--- src/rtl/ov7670_capture_multi.sv ---
// OV7670 byte-stream capture into a linear frame buffer with selectable 1:1/1:2/1:4
// decimation, RGB444/RGB565 packing, frame accounting and malformed-line/overflow flags.
module ov7670_capture_multi #(
    parameter int H_ACTIVE = 640,
    parameter int V_ACTIVE = 480,
    parameter int DATA_W   = 12,
    parameter int ADDR_W   = 19
) (
    input  logic              pclk,
    input  logic              reset,
    input  logic              vsync,
    input  logic              href,
    input  logic [7:0]        d,
    input  logic [1:0]        scale,
    input  logic              fmt,
    output logic [ADDR_W-1:0] addr,
    output logic [DATA_W-1:0] dout,
    output logic              we,
    output logic              frame_done,
    output logic [7:0]        frame_count,
    output logic              line_err,
    output logic              overflow
);

    localparam logic [0:0] WAIT_FRAME = 1'b0;
    localparam logic [0:0] ACTIVE     = 1'b1;

    localparam int LINE_BYTES = 2 * H_ACTIVE;
    localparam int BC_W       = $clog2(LINE_BYTES + 2);
    localparam int XW         = $clog2(H_ACTIVE + 1);
    localparam int YW         = $clog2(V_ACTIVE + 2);

    localparam logic [BC_W-1:0]   BC_LINE = BC_W'(LINE_BYTES);
    localparam logic [BC_W-1:0]   BC_MAX  = BC_W'(LINE_BYTES + 1);
    localparam logic [ADDR_W-1:0] LAST1   = ADDR_W'(H_ACTIVE * V_ACTIVE - 1);
    localparam logic [ADDR_W-1:0] LAST2   = ADDR_W'((H_ACTIVE / 2) * (V_ACTIVE / 2) - 1);
    localparam logic [ADDR_W-1:0] LAST4   = ADDR_W'((H_ACTIVE / 4) * (V_ACTIVE / 4) - 1);

    // Reset asserts asynchronously but is released on a pclk edge.
    logic [1:0] rst_sync_q;
    logic       rst_n;

    always_ff @(posedge pclk or negedge reset) begin
        if (!reset) begin
            rst_sync_q <= 2'b00;
        end else begin
            rst_sync_q <= {rst_sync_q[0], 1'b1};
        end
    end

    assign rst_n = rst_sync_q[1];

    logic              vsync_q;
    logic              href_q;
    logic [0:0]        state_q;
    logic              phase_q;
    logic [7:0]        b0_q;
    logic [XW-1:0]     x_q;
    logic [YW-1:0]     y_q;
    logic [BC_W-1:0]   byte_cnt_q;
    logic [1:0]        scale_q;
    logic              fmt_q;
    logic              full_q;
    logic              wrote_q;
    logic [ADDR_W-1:0] addr_q;
    logic [DATA_W-1:0] dout_q;
    logic              we_q;
    logic              frame_done_q;
    logic [7:0]        frame_count_q;
    logic              line_err_q;
    logic              overflow_q;

    logic              vs_rise;
    logic              vs_fall;
    logic              href_fall;
    logic              byte_ok;
    logic              pix_done;
    logic              keep;
    logic              store;
    logic [1:0]        mask;
    logic [ADDR_W-1:0] last_addr;
    logic [DATA_W-1:0] pix_data;

    assign vs_rise   = vsync & ~vsync_q;
    assign vs_fall   = ~vsync & vsync_q;
    assign href_fall = href_q & ~href;
    // Bytes presented while vsync is high are blanking noise and never form pixels.
    assign byte_ok   = href & ~vsync;
    assign pix_done  = byte_ok & phase_q;

    always_comb begin
        mask      = 2'b11;
        last_addr = LAST4;
        unique case (scale_q)
            2'b00: begin
                mask      = 2'b00;
                last_addr = LAST1;
            end
            2'b01: begin
                mask      = 2'b01;
                last_addr = LAST2;
            end
            default: begin
                mask      = 2'b11;
                last_addr = LAST4;
            end
        endcase
    end

    assign keep  = ((x_q[1:0] & mask) == 2'b00) && ((y_q[1:0] & mask) == 2'b00);
    assign store = pix_done & keep & (state_q == ACTIVE);

    always_comb begin
        pix_data = '0;
        if (!fmt_q) begin
            pix_data = DATA_W'({b0_q[3:0], d});
        end else if (DATA_W == 16) begin
            pix_data = DATA_W'({b0_q, d});
        end else begin
            // RGB565 squeezed to 4:4:4 by keeping the top bits of each channel.
            pix_data = DATA_W'({b0_q[7:4], b0_q[2:0], d[7], d[4:1]});
        end
    end

    always_ff @(posedge pclk or negedge rst_n) begin
        if (!rst_n) begin
            vsync_q       <= 1'b0;
            href_q        <= 1'b0;
            state_q       <= WAIT_FRAME;
            phase_q       <= 1'b0;
            b0_q          <= 8'h00;
            x_q           <= '0;
            y_q           <= '0;
            byte_cnt_q    <= '0;
            scale_q       <= 2'b00;
            fmt_q         <= 1'b0;
            full_q        <= 1'b0;
            wrote_q       <= 1'b0;
            addr_q        <= '0;
            dout_q        <= '0;
            we_q          <= 1'b0;
            frame_done_q  <= 1'b0;
            frame_count_q <= 8'h00;
            line_err_q    <= 1'b0;
            overflow_q    <= 1'b0;
        end else begin
            vsync_q      <= vsync;
            href_q       <= href;
            we_q         <= 1'b0;
            frame_done_q <= 1'b0;

            if (state_q == WAIT_FRAME && vs_fall) begin
                state_q <= ACTIVE;
            end

            phase_q <= byte_ok ? ~phase_q : 1'b0;
            if (byte_ok && !phase_q) begin
                b0_q <= d;
            end

            if (byte_ok) begin
                if (byte_cnt_q != BC_MAX) begin
                    byte_cnt_q <= byte_cnt_q + BC_W'(1);
                end
            end else begin
                byte_cnt_q <= '0;
            end

            if (href_fall && !vsync && state_q == ACTIVE && byte_cnt_q != BC_LINE) begin
                line_err_q <= 1'b1;
            end

            if (store) begin
                if (full_q) begin
                    overflow_q <= 1'b1;
                end else begin
                    we_q   <= 1'b1;
                    dout_q <= pix_data;
                end
            end

            // Once the last slot is written the address parks there for the rest of the frame.
            if (we_q) begin
                wrote_q <= 1'b1;
                if (addr_q == last_addr) begin
                    full_q <= 1'b1;
                end else begin
                    addr_q <= addr_q + ADDR_W'(1);
                end
            end

            if (!href) begin
                x_q <= '0;
            end else if (pix_done) begin
                x_q <= x_q + XW'(1);
            end

            if (href_fall) begin
                y_q <= y_q + YW'(1);
            end

            if (vsync) begin
                x_q    <= '0;
                y_q    <= '0;
                addr_q <= '0;
                full_q <= 1'b0;
            end

            if (vs_rise) begin
                scale_q    <= scale;
                fmt_q      <= fmt;
                line_err_q <= 1'b0;
                overflow_q <= 1'b0;
                wrote_q    <= 1'b0;
                if (wrote_q || we_q) begin
                    frame_done_q  <= 1'b1;
                    frame_count_q <= frame_count_q + 8'd1;
                end
            end
        end
    end

    assign addr        = addr_q;
    assign dout        = dout_q;
    assign we          = we_q;
    assign frame_done  = frame_done_q;
    assign frame_count = frame_count_q;
    assign line_err    = line_err_q;
    assign overflow    = overflow_q;

endmodule

--- config.mk ---
export PLATFORM = sky130hd
export DESIGN_NAME = ov7670_capture_multi
export DESIGN_NICKNAME = d
export VERILOG_FILES = /design/src/rtl/ov7670_capture_multi.sv
export SDC_FILE = /design/constraint.sdc
export NUM_CORES = 1
export LEC_CHECK = 0
export BUFFER_PORTS_ARGS = -buffer_cell sky130_fd_sc_hd__buf_2
export CORE_MARGIN = 4
export CORE_UTILIZATION = 58
export CTS_BUF_LIST = sky130_fd_sc_hd__clkbuf_4
export DETAILED_ROUTE_END_ITERATION = 7
export PLACE_DENSITY = 0.92
export RECOVER_POWER = 100
export SKIP_LAST_GASP = 1
export SLEW_MARGIN = 15
export SYNTH_ARGS = -nofsm -noshare
export SYNTH_HDL_FRONTEND = slang
export SYNTH_SLANG_ARGS = --single-unit
--- constraint.sdc ---
create_clock -name pclk -period 2.95 [get_ports pclk]
set_clock_uncertainty 0.1 [all_clocks]
set_input_delay 0.295 -clock pclk [delete_from_list [all_inputs] [get_ports pclk]]
set_output_delay 0.295 -clock pclk [all_outputs]
set_load 0.1 [all_outputs]
* Yosys cells after proc, flatten, opt, wreduce, memory -nomap -nowiden *
Cells that the tools add are included.

word-level totals
  bits in registers = 92
  latch bits = 0
  memory bits (writable) = 0
  memory bits (read-only) = 0
  bits of input ports = 15
  output and inout port bits = 43
  logic and storage cells = 99
  memories = 0

operators by class
  add/subtract/negate cells = 5
  $mul = 0
  div/mod/pow operators = 0
  $lt $le $gt $ge = 0
  equality and inequality tests = 7
  shift operators = 0
  mux-type cells = 28
  bitwise operators = 15
  reduce and logical (&&, ||, !) cells = 24

operator list
  cell                                                                     count
  19-bit 2-to-1 mux                                                        3
  19-bit case mux with 2 select lines                                      1
  10-bit 2-to-1 mux                                                        3
  11-bit 2-to-1 mux                                                        2
  11-bit inequality test, second input constant                            2
  19-bit by 1-bit adder with 19-bit output, second input constant          1
  19-bit equality test                                                     1
  9-bit 2-to-1 mux                                                         2
  1-bit 2-to-1 mux                                                         15
  2-bit nonzero test                                                       7
  12-bit 2-to-1 mux                                                        1
  11-bit by 1-bit adder with 11-bit output, second input constant          1
  10-bit by 1-bit adder with 10-bit output, second input constant          1
  2-bit AND reduction                                                      5
  9-bit by 1-bit adder with 9-bit output, second input constant            1
  8-bit by 1-bit adder with 8-bit output, second input constant            1
  1-bit bitwise AND                                                        7
  1-bit logical AND                                                        6
  2-bit logical NOT                                                        3
  1-bit NOT                                                                6
  2-bit bitwise AND                                                        2
  2-bit case mux with 2 select lines                                       1
  3-bit by 2-bit inequality test with 1-bit output, second input constant  1
  2-bit by 1-bit equality test with 1-bit output, second input constant    1
  other kinds (4)                                                          5

* Depth between registers and ports, before layout *
Gate-level depths: netlist of run 1.

  depth in word-level cells = 9
  gate-level depth with buffers = 7

* Worst setup path after synthesis of run 1 *
OpenSTA, ideal clock, no wires.

  kind = reg-to-reg
  start point = register addr_q[0] (netlist: addr[0])
  end point = register addr_q[14] (netlist: addr[14])
  arrival time = 2.606 ns
  slack = 0.119 ns
  cell stages (with the launch flop) = 8
  buffers on the path = 1
  clock period less this slack = 2.831 ns
  cell sequence = dfrtp_1 > ha_1 > nand2_1 > or3_1 > a2111oi_4 > buf_6 > nor3_1 > mux2_4

on the way
  word-level cells in the longest chain between the ends = 4
  elaborated cells between the ends (all ways) = 7
  those cells by class = add/sub (1); eq/ne (2); mux (3); reduce/logical (1)

RTL lines
  item                                      RTL line  source
  start, declared                           65        logic [ADDR_W-1:0] addr_q;
  start signal, assigned                    188       addr_q <= addr_q + ADDR_W'(1);
  19-bit by 1-bit adder with 19-bit output  188
  19-bit 2-to-1 mux                         185       if (addr_q == last_addr) begin
  19-bit 2-to-1 mux                         183       if (we_q) begin
  19-bit 2-to-1 mux                         202       if (vsync) begin

Parallel ways exist; a longest one is shown, timed or not. The select of a mux whose other input is x is not followed.
A chain may end at the register's enable or synchronous reset.

* Worst setup path after layout of run 1 *
  start point = register addr_q[0] (netlist: addr[0])
  end point = register addr_q[6] (netlist: addr[6])

Same word-level chain as after synthesis.

==> impl_summary.md, run 1 <==
Detailed routing
The remaining design rule violation count is 0. The first TritonRoute pass finished after 5 iterations. Wires add up to 7.91 mm.

Across all layers, the routed design uses ~2.8k vias. The routed length per placed instance is 16.3 microns. Once detail routing completed, the nets flagged for antenna violations numbered 0. For this block, the initial DRC count from the detailed router was 210. The post-detailed-route via-to-cell ratio is about 5.8.

Place
The count of input and output buffers is 57. The last weighted congestion value of the routability-driven placer is ~0.86. Summed over all nets, the half-perimeter wirelength after detailed placement is 5.48 mm. The worst slack at placement is about 460 ps.

Pwr
The combinational power share is approximately 33%. The leakage power of the design is between 1.5 and 2 nW. The proportion of power drawn by flip-flops and latches is 44.7%. The switching share of power is approximately 44%. The clock share of power is between 20% and 30%.

The cell-internal power is between 1.5 and 2 mW. Power spread over the standard cell area amounts to 692 nW/um^2. The peak ir drop on the vdd network is about 0.97 mV. The post-route total power is 2.85 mW. In this run the power spent charging and discharging nets is about 1.3 mW.

CTS
The root buffer cell is sky130_fd_sc_hd__clkbuf_4. The clock passes through at most 2 buffers. Counting every sink on the clock net gives between 70 and 80. The number of clock buffers inserted by TritonCTS is 9.

Once the clock tree was built, the setup fixing pass inserted 0 buffers. The clock transition at the registers of the reported paths is around 130 ps. The worst-skew pair later-pin latency is approximately 440 ps. The clock tree from TritonCTS is built.

The number of H-tree levels is 3.

Critical path
The worst setup path is captured at a register. Counting both buffers and inverters, the worst setup path holds a total of 1. Walking the worst path, the cells encountered are ha_1 > nand2_1 > or3_1 > a2111oi_4 > buf_4 > nor4_1 > mux2_4. For this run, the slowest stage of the critical path takes 440 ps. The slowest stage of the critical path belongs to the cell sky130_fd_sc_hd__a2111oi_4. The arrival time at the worst endpoint is around 2800 ps.

Data on the critical path is required at its endpoint by 3180 ps. The category of the critical setup timing path is reg -> reg. The gate family responsible for the most delay along the worst path is simple AND/OR/NAND/NOR gates. Of all nets on the critical path, the largest fanout is 14. The kind of start point of the critical path is a register.

Floorplan
The die extent in x is 86.8 microns. The count of standard-cell rows is 28. The core region is 5960 sq um. The number of top-level design ports is between 50 and 60. The floorplan step defined a die boundary enclosing around 7500 sq um. The die is a little under 90 microns tall. For this configuration, the core starts out at a cell density of roughly 60%.

Yosys
The synthesis-stage register bit count is 77. The cell count after synthesis is between 300 and 400. For this run, the number of Yosys warnings is 0. The most common flop cell mapped by yosys is sky130_fd_sc_hd__dfrtp_1. The synthesized area is between 3000 and 4000 sq um. The sequential area share after synthesis is a little over half.

The largest total area in the synthesized netlist belongs to sky130_fd_sc_hd__dfrtp_1. The number of nets in the synthesized netlist is about 350. The share of synthesized flip-flops with an asynchronous set or reset is 100%. The mean post-synth cell area is 10.8 sq um. Yosys attributes the largest share of cell area to sky130_fd_sc_hd__dfrtp_1, sky130_fd_sc_hd__nor2_1, sky130_fd_sc_hd__mux2_2, sky130_fd_sc_hd__mux2i_1, sky130_fd_sc_hd__a21oi_1. Synthesis instantiated 45 different standard cells from the library. The count of flip-flops with a built-in enable after synthesis is 0. In this run the biggest area consumer among cell types represents 53.5% of the synthesized area.

Final layout
The filler cells instantiated in the layout total 472. 0 antenna diodes ended up in the layout. The fraction of layout instances using a drive strength above 1 is 12.2%. The layout net count is between 400 and 500. The post-synthesis to final-layout area growth is 14.5%.

STA
The final count of pins violating max slew is 76. Setup repair after global routing left no endpoint under its margin. The setup violation total in the final timing report is 0. The maximum clock frequency is between 0.3 and 0.4 GHz. At the pin with the least slew margin, the transition time is 1800 ps. The number of failing hold endpoints at the final stage is 0. The tightest hold path in the finished design has a slack of ~26 ps.

The final total negative setup slack is 0 ps. Headroom to the max-slew limit came out at -20.1%. The worst path meets setup with approximately 400 ps of slack. The period utilization is between 80% and 90%. The final critical-path required period is 2550 ps.

Status
The checks that failed: max-capacitance violations, max-slew violations. The run finished, with violations left.

Worst hold path
The path class of the lowest-slack min-delay path is in -> reg.

GRT
Global routing used about a quarter of the available tracks across all layers. For this run the aggregate overflow at the end of global routing stands at 0. Entering global routing, the biggest net connects 76 pins.

The global-route wire length before repair is 13.6 mm. The number of antenna violations at the first check in global routing is 0. The number of global-route vias before repair is 2,862.

Job
Across the run, the number of max-cap violations was 1.
==> registers in the layout, summed over array words and instances, names as in the netlist, 2 cells and up <==
| register | count |
|---|---|
| addr | 19 |
| b0_q | 8 |
| byte_cnt_q | 11 |
| dout | 12 |
| frame_count | 8 |
| rst_sync_q | 2 |
| scale_q | 2 |
| x_q | 2 |
| y_q | 2 |
==> stage by stage <==
step	utilization, %	cells	instance area [sq um]
4_1_cts	71.0	486	4230
5_1_grt	69.2	486	4120
6_report	69.2	486	4120
2_1_floorplan	-	333	3600
3_3_place_gp	66.8	459	3980
3_5_place_dp	66.8	459	3980
==> logic make-up after synthesis <==
kind of cell / count (synthesis) / synth area share [%]
xor+xnor: 21 / 5.11
other cells: 1 / 0.104
compound gates: 45 / 7.89
buf+inv: 18 / 2.12
mux: 31 / 9.67
fa+ha+maj: 5 / 1.74
simple gates: 135 / 19.8
flops: 77 / 53.5
==> power groups by stage <==
stage	sequential (mW)	clock, mW	combinational [mW]
floorplan	1.89	0	0.183
global placement	1.28	0	0.944
detailed placement	1.29	0	0.962
CTS	1.27	0.655	0.974
global route	1.29	0.707	0.980
finish	1.28	0.643	0.935
==> per-layer routing <==
layer  part of all wire (%)  vias to the layer above  track usage [%]  routed length, microns
met4                    1.5                        0             7.65                     122
met2                     51                       92             39.2                    4010
met3                    6.6                       14             6.94                     524
met1                     41                     1363             29.2                    3250
li1                       -                     1327                -                       -
met5                      0                        -                0                       0
==> cells in the mapped netlist (2+ instances only) <==
library cell	instances
sky130_fd_sc_hd__or4_1	4
sky130_fd_sc_hd__dfrtp_1	77
sky130_fd_sc_hd__o21a_1	2
sky130_fd_sc_hd__nor2b_1	8
sky130_fd_sc_hd__clkbuf_1	10
sky130_fd_sc_hd__o21ai_0	8
sky130_fd_sc_hd__mux2_2	14
sky130_fd_sc_hd__nor4_2	2
sky130_fd_sc_hd__nor4bb_1	2
sky130_fd_sc_hd__nand4_1	11
sky130_fd_sc_hd__nand3_1	12
sky130_fd_sc_hd__nor3_1	6
sky130_fd_sc_hd__a21oi_1	23
sky130_fd_sc_hd__and4_1	2
sky130_fd_sc_hd__or3_1	7
sky130_fd_sc_hd__inv_1	5
sky130_fd_sc_hd__o31a_1	2
sky130_fd_sc_hd__mux2_4	4
sky130_fd_sc_hd__xnor2_1	13
sky130_fd_sc_hd__xor2_1	8
sky130_fd_sc_hd__o31ai_1	4
sky130_fd_sc_hd__nor4_1	4
sky130_fd_sc_hd__nor2_1	46
sky130_fd_sc_hd__and3_1	5
sky130_fd_sc_hd__ha_1	5
sky130_fd_sc_hd__nand2_1	18
sky130_fd_sc_hd__mux2i_1	13
==> placed cells by master (no fill, tap or decap), types with 7 or more instances in the layout <==
master,count
sky130_fd_sc_hd__nand4_1,11
sky130_fd_sc_hd__nor2b_1,8
sky130_fd_sc_hd__nand2_1,18
sky130_fd_sc_hd__nand3_1,12
sky130_fd_sc_hd__xnor2_1,13
sky130_fd_sc_hd__dfrtp_1,76
sky130_fd_sc_hd__nor3_1,7
sky130_fd_sc_hd__nor2_1,47
sky130_fd_sc_hd__or3_1,7
sky130_fd_sc_hd__a21oi_1,23
sky130_fd_sc_hd__buf_2,11
sky130_fd_sc_hd__clkbuf_1,50
sky130_fd_sc_hd__xor2_1,8
sky130_fd_sc_hd__clkbuf_4,10
sky130_fd_sc_hd__mux2i_1,13
sky130_fd_sc_hd__dlygate4sd3_1,11
sky130_fd_sc_hd__mux2_2,14
sky130_fd_sc_hd__o21ai_0,8
==> cell type report <==
class | count | area, sq um | share of cell area (%)
sequential | 77 | 1930 | 46.8
multi-input combinational | 238 | 1570 | 38.1
timing repair buffer | 74 | 365 | 8.86
tap | 75 | 93.8 | 2.28
clock buffer | 10 | 75.1 | 1.82
clock inverter | 6 | 65.1 | 1.58
inverter | 6 | 22.5 | 0.546
==> final timing paths <==
kind,start,to,slack (ps),depth (start not counted)
max,addr[0]$_DFFE_PN0P_,addr[6]$_DFFE_PN0P_,400,7
min,d[7],b0_q[7]$_DFFE_PN0P_,30,2
max reg2reg,addr[0]$_DFFE_PN0P_,addr[6]$_DFFE_PN0P_,400,7
min reg2reg,rst_sync_q[0]$_DFF_PN0_,rst_sync_q[1]$_DFF_PN0_,270,0
max in group asynchronous,rst_sync_q[1]$_DFF_PN0_,byte_cnt_q[1]$_DFFE_PN0P_,930,1
min in group asynchronous,reset,rst_sync_q[0]$_DFF_PN0_,50,2
==> worst register-to-register path, stage by stage (launching register included) <==
cell,delay (ps)
sky130_fd_sc_hd__dfrtp_1,430
sky130_fd_sc_hd__ha_1,190
sky130_fd_sc_hd__nand2_1,160
sky130_fd_sc_hd__or3_1,430
sky130_fd_sc_hd__a2111oi_4,440
sky130_fd_sc_hd__buf_4,290
sky130_fd_sc_hd__nor4_1,90
sky130_fd_sc_hd__mux2_4,310
==> repair_timing <==
action                     4_1_cts  5_1_grt
resized for setup                0        0
hold endpoints to repair        12        0
hold buffers                    11        0
setup endpoints to repair        0        0
Note: power is estimated with default switching activity, not from simulation.
==> run 2, diff against run 1 <==
Settings changed: CORE_MARGIN 4 to 1.
==> run 2 against run 1 <==
The run still ends with max-capacitance violations, max-slew violations left; critical path depth did not move; power increased by 1.4%; wire length is 4.6% lower; via count is 0.64% lower; first-iteration DRC count is 41% higher; sequential cell count unchanged; critical endpoint is now overflow$_DFFE_PN0P_.
==> impl_summary.md, run 2 (synthesis results as in run 1) <==
Final layout
The post-synthesis to final-layout area growth is 14.1%. The filler cell count in the final layout is between 400 and 500. The post-route netlist has 13.0% of its cells at a drive strength greater than 1. The layout net count is approximately 420. The flip-flop count of the largest register, all copies and words added is 19. In the layout the commonest cells are sky130_fd_sc_hd__dfrtp_1, sky130_fd_sc_hd__clkbuf_1, sky130_fd_sc_hd__nor2_1. The most common library cell in the layout ignoring fill and taps is sky130_fd_sc_hd__dfrtp_1. The multi-input combinational cells in the finished layout cover a total of ~1600 sq um.

The area taken by flip-flops and latches is roughly 1900 sq um. The number of antenna cells inserted is 0.

Pwr
The clock share of power is about a quarter. Of the total power, combinational logic draws between 30% and 40%. The post-route total power is a little under 3 mW. In this run the power density over the cells is 705 nW/um^2.

The share of total power dissipated in sequential elements is between 40% and 50%. The leakage power of the design is roughly 1.7 nW. IR analysis of the VDD net gives a maximum drop of between 0.6 and 0.7 mV.

For this design the total switching power over the nets is roughly 1.3 mW. The cell-internal power is approximately 1.6 mW. The switching share of power is 44.9%.

STA
The maximum clock frequency is slightly below 0.4 GHz. The final critical-path required period is approximately 2500 ps. The setup violation total in the final timing report is 0. The final count of pins violating max slew is 76. The headroom to the max-slew limit is -19.3%. The worst-margin pin slew is about 1800 ps. In the final timing run, aggregate negative setup slack is 0 ps. Of the available clock period, the critical path in the final layout requires between 80% and 90%. Setup repair after global routing left no endpoint under its margin. The number of failing hold endpoints at the final stage is 0.

CTS
TritonCTS built the clock tree. Clock-pin slew was measured on the worst setup and hold paths at roughly 140 ps. The later pin in the worst-skew pair is clocked with a latency of roughly 440 ps. The sink count of the clock tree is between 70 and 80. The clock tree synthesis step divided the H-tree into 3 levels. The number of clock buffers inserted by TritonCTS is 9. The buffer levels on the longest clock path is 2. After clock tree synthesis, the repair step resized 0 gates. The root buffer cell is sky130_fd_sc_hd__clkbuf_4.

Detailed routing
The remaining antenna violation count is 0. The post-detailed-route via-to-cell ratio is between 5 and 6. The remaining design rule violation count is 0. In the final routed layout, each cell accounts on average for 15.6 microns.

The first detailed-routing pass took 4 iterations. The routed wire length is between 7 and 8 mm. The via count is between 2k and 3k.

After the first detailed-routing iteration, the DRC count stood at around 300.

Floorplan
The number of top-level design ports is between 50 and 60. After floorplanning, the core was divided into 28 placement rows. The placeable core region is about 6000 sq um. The die height is slightly above 80 microns. The die is slightly above 80 microns wide. For this configuration, the core starts out at a cell density of between 60% and 70%.

The floorplan step defined a die boundary enclosing about 6500 sq um.

GRT
The met2 routing resource usage after global routing is between 30% and 40%. The first global-routing pass estimated about 12 mm of wire. The met3 demand-to-capacity share in global routing is under 10%.

Entering global routing, the biggest net connects 76 pins. The routing layer with the top usage in global route is met2. For this run, global-route usage on met1 was measured as a little over a third. The number of global-route vias before repair is 2,665. The number of antenna violations at the first check in global routing is 0.

The remaining global-route overflow is 0. In the global route stage, overall resource usage came out at around a quarter.

Critical path
The worst setup path is of the in -> reg kind. The maximum fanout count along the critical path is 25. The count of cells along the worst register-to-register path is 6.

For flop-to-flop paths, the worst setup slack is 540 ps. The startpoint identified for the worst register-to-register timing path is scale_q[1]$_DFFE_PN0P_. The endpoint of the lowest-slack register-to-register path is dout[11]$_DFFE_PN0P_. The kind of start point of the critical path is an input port. For the worst setup path, the data required time is approximately 3200 ps. STA classifies the critical path endpoint as a register. The arrival time at the worst endpoint is 2740 ps.

Place
At the end of routability-driven placement, the weighted congestion stood at 0.810. Port buffering added between 50 and 60 buffers. The half-perimeter wire length after placement is between 5 and 6 mm.

Job
The number of violations of the max-capacitance limit is 1.

Status
The flow ran to the end, but the final reports show violations. The final reports fail on max-capacitance violations, max-slew violations.

Worst hold path
The launch instance of the worst min-delay path is d[1]. The worst hold path passes through 2 cells. The path class of the tightest hold or removal check is in -> reg. The end point of the worst hold path is b0_q[1]$_DFFE_PN0P_.
==> run 2: changes by cell type in the layout (fill, tap and decap cells not counted), sizes merged <==
| cell | previous run | this run |
|---|---|---|
| buf | 12 | 13 |
| dlygate4sd3 | 11 | 8 |
| clkinvlp | 0 | 1 |
| inv | 5 | 7 |
| clkinv | 6 | 4 |
| clkbuf | 61 | 59 |
==> run 2: area by class of cell <==
type,count,share of cell area [%]
Sequential cell,77,47.0
Tap cell,75,2.29
Timing Repair Buffer,71,8.26
Multi-Input combinational cell,238,38.3
Clock buffer,9,1.65
Inverter,6,0.548
Clock inverter,7,2.04
==> run 2: worst max-delay path by stage <==
stage | startpoint | endpoint | slack (ps) | cells after the start
floorplan | addr[0]$_DFFE_PN0P_ | addr[14]$_DFFE_PN0P_ | 120 | 7
global placement | addr[0]$_DFFE_PN0P_ | addr[3]$_DFFE_PN0P_ | 760 | 7
detailed placement | addr[0]$_DFFE_PN0P_ | addr[14]$_DFFE_PN0P_ | 700 | 7
CTS | addr[0]$_DFFE_PN0P_ | addr[3]$_DFFE_PN0P_ | 700 | 7
global route | vsync | dout[6]$_DFFE_PN0P_ | 280 | 7
finish | vsync | overflow$_DFFE_PN0P_ | 420 | 7
==> run 2: critical path: stages <==
cell                       delay (ps)
sky130_fd_sc_hd__clkbuf_1         800
sky130_fd_sc_hd__inv_1            470
sky130_fd_sc_hd__nand2_1          270
sky130_fd_sc_hd__clkbuf_1         510
sky130_fd_sc_hd__nor3_1           120
sky130_fd_sc_hd__a21oi_1          200
sky130_fd_sc_hd__nor2_1            60
==> run 2: power by group through the flow <==
| stage | clock (mW) | combinational, mW | sequential, mW |
|---|---|---|---|
| final | 0.683 | 0.934 | 1.28 |
| after global routing | 0.735 | 0.978 | 1.29 |
| after CTS | 0.688 | 0.968 | 1.27 |
| after detailed placement | 0 | 0.959 | 1.29 |
| after global placement | 0 | 0.941 | 1.28 |
| after floorplan | 0 | 0.183 | 1.89 |
==> run 2: what timing repair did <==
action | in CTS | in global routing
setup buffers | 0 | 0
hold endpoints to repair | 9 | 0
hold buffers | 8 | 0
==> run 2: metal layers <==
layer  wire length [microns]  vias up  part of all wire (%)
met4                     137        0                   1.8
met1                    3440     1362                    46
met2                    3620       76                    48
li1                        -     1323                     -
met5                       0        -                     0
met3                     354       17                   4.7
==> run 2: stage by stage <==
stage | cell area (sq um) | instances | hold WS [ps] | worst slack (ps) | utilization, %
4_1_cts | 4210 | 483 | 3.12 | 698 | 70.7
3_3_place_gp | 3980 | 459 | -20.7 | 758 | 66.8
2_1_floorplan | 3600 | 333 | -101 | 119 | -
6_report | 4110 | 483 | 20.9 | 417 | 68.9
3_5_place_dp | 3980 | 459 | -13.6 | 699 | 66.8
5_1_grt | 4110 | 483 | 15.3 | 282 | 68.9
==> run 3, diff against run 2 <==
Settings changed: CORE_UTILIZATION 58 to 40, PLACE_DENSITY 0.92 to 0.7.
==> run 3 against run 2 <==
The flow still finishes with violations (max-capacitance violations, max-slew violations); global-route usage is 9.6 points lower; sequential share of layout area is 0.27 points lower; via count is 2.5% lower; power is 2.8% higher; clock power is 15% higher; worst setup slack better by 62 ps; die area is 44% higher.
==> impl_summary.md, run 3 (synthesis results as in run 1) <==
STA
The headroom to the max-slew limit is -0.560%. The final total negative setup slack is 0 ps. For the finished layout, the period the worst path requires is approximately 2500 ps.

Setup repair after global routing left no endpoint under its margin. The final count of pins violating max slew is 64. The maximum clock frequency is roughly 0.40 GHz. Setup violations remaining at the end of the flow were counted as 0. The period utilization is between 80% and 90%. For the pin with the worst max-slew slack, the measured transition is around 1500 ps. The number of failing hold endpoints at the final stage is 0. Hold is met by roughly 21 ps.

Pwr
Power spread over the standard cell area amounts to slightly above 700 nW/um^2. Summed over all cells, the static leakage comes to ~1.7 nW. The peak ir drop on the vdd network is between 0.6 and 0.7 mV. Total power for the finished layout comes to a little under 3 mW.

CTS
TritonCTS built the clock tree. Clock latency on the worst-skew pair, taken at its later pin, is a little over 400 ps. The clock transition at the registers of the reported paths is ~130 ps. After clock tree synthesis, the setup repair step added 0 buffers. The tree is rooted in a sky130_fd_sc_hd__clkbuf_4.

The clock passes through at most 2 buffers. The number of clock buffers added by TritonCTS is 9. The number of H-tree levels is 3.

The clock net in this run drives a total of 77 sinks.

GRT
Summed over all layers, the global routing overflow is 0. The number of antenna violations at the first check in global routing is 0. The global router's overall resource usage is ~16%. Entering global routing, the biggest net connects between 60 and 70 pins. The number of global-route vias before repair is about 2.7k. The global-route wire length before repair is around 12 mm.

Place
Routability-driven placement finished with a final weighted congestion of around 0.78. Once detailed placement completed, the half-perimeter wirelength came to ~5.0 mm. Input and output buffers added on the ports amount to 57.

Status
The checks that failed: max-capacitance violations, max-slew violations. The run finished, with violations left.

Final layout
For this run, the share of the core covered by cells in the final layout is a little under half. The fraction of layout instances using a drive strength above 1 is 12.9%. The library cell used most frequently in the layout, excluding fill and tap cells, is sky130_fd_sc_hd__dfrtp_1. The filler cell count in the final layout is 830.

The post-synthesis to final-layout area growth is 14.7%. The repair_antennas step left the layout with diodes totalling 0. In the layout the commonest cells are sky130_fd_sc_hd__dfrtp_1, sky130_fd_sc_hd__clkbuf_1, sky130_fd_sc_hd__nor2_1.

The layout net count is about 420. The area taken by flip-flops and latches is between 1500 and 2000 sq um. The flip-flop count of the largest register, all copies and words added is 19. In the final layout, the multi-input gates occupy ~1600 sq um.

Floorplan
The die extent in x is roughly 97 microns. The number of top-level design ports is 58. The count of standard-cell rows is 34. The effective utilization at floorplan is 41.3%. The die height is approximately 97 microns. After floorplanning, the core was sized to cover between 8000 and 9000 sq um. The die covers 9380 sq um.

Critical path
Counting both buffers and inverters, the worst setup path holds a total of 1. The setup path with the least slack is of type reg -> reg. The gate family responsible for the most delay along the worst path is simple AND/OR/NAND/NOR gates. The critical-path cell with the highest stage delay is sky130_fd_sc_hd__dfrtp_1. STA classifies the critical path startpoint as a register. The signal on the critical path passes through ha_1 > nand2_1 > or3_1 > a2111oi_4 > clkbuf_2 > nor3_1 > mux2_4. The endpoint class of the critical path is a register. For the worst setup path, the data required time is around 3200 ps. In this run the worst path has a maximum fanout of 23. For the worst setup path, the data arrival time is about 2700 ps.

The biggest cell delay along the critical path is about 430 ps.

Detailed routing
The number of search-and-repair iterations in the first detailed-routing pass is 4. After detailed routing, the number of remaining DRC violations is 0. For this block, the routed nets add up to 7.11 mm of wire. After the first detailed-routing iteration, the DRC count stood at 180.

The routed layout has 2,709 vias. The routed length per placed instance is 13.9 microns. The post-detailed-route via-to-cell ratio is about 5.3. The remaining antenna violation count is 0.

Job
The number of violations of the max-capacitance limit is 1.

Worst hold path
The path class of the tightest hold or removal check is in -> reg.
## run 3: through the flow
| stage | cell area [sq um] | setup WS [ps] | std cells |
|---|---|---|---|
| floorplan | 3600 | 119 | 333 |
| global placement | 4030 | 729 | 492 |
| detailed placement | 4030 | 686 | 492 |
| CTS | 4230 | 660 | 510 |
| global route | 4130 | 274 | 510 |
| finish | 4130 | 478 | 510 |
## run 3: report_power, final
group	internal, mW	switching (mW)
Combinational	0.145	0.774
Sequential	1.17	0.0998
Clock	0.425	0.358
## run 3: timing repair
action	4_1_cts	5_1_grt
hold buffers	2	0
resized for setup	0	0
endpoints found under the hold margin	3	0
## run 3: layout make-up
cell class	count	area share, %
clock buffer	9	1.64
clock inverter	7	2.76
inverter	6	0.546
multi-input combinational	238	38.4
sequential	77	46.7
tap	108	3.27
timing repair buffer	65	6.70
## run 3: final timing paths
kind | start | to | slack [ps] | depth (start not counted)
setup / recovery | addr[0]$_DFFE_PN0P_ | addr[14]$_DFFE_PN0P_ | 480 | 7
hold / removal | scale[0] | scale_q[0]$_DFFE_PN0P_ | 20 | 2
setup reg to reg | addr[0]$_DFFE_PN0P_ | addr[14]$_DFFE_PN0P_ | 480 | 7
hold reg to reg | rst_sync_q[1]$_DFF_PN0_ | addr[1]$_DFFE_PN0P_ | 110 | 0
max in group asynchronous | rst_sync_q[1]$_DFF_PN0_ | byte_cnt_q[4]$_DFFE_PN0P_ | 800 | 1
min in group asynchronous | reset | rst_sync_q[1]$_DFF_PN0_ | 80 | 2
## run 3: metal layers
layer  vias up  routed length [microns]  share of wire (%)  GRT usage [%]
met5         -                        0                  0              0
met4         0                      103                1.4           6.54
met3        13                      321                4.5           2.96
met2        66                     3250                 46           24.7
met1      1311                     3430                 48           21.7
li1       1319                        -                  -              -
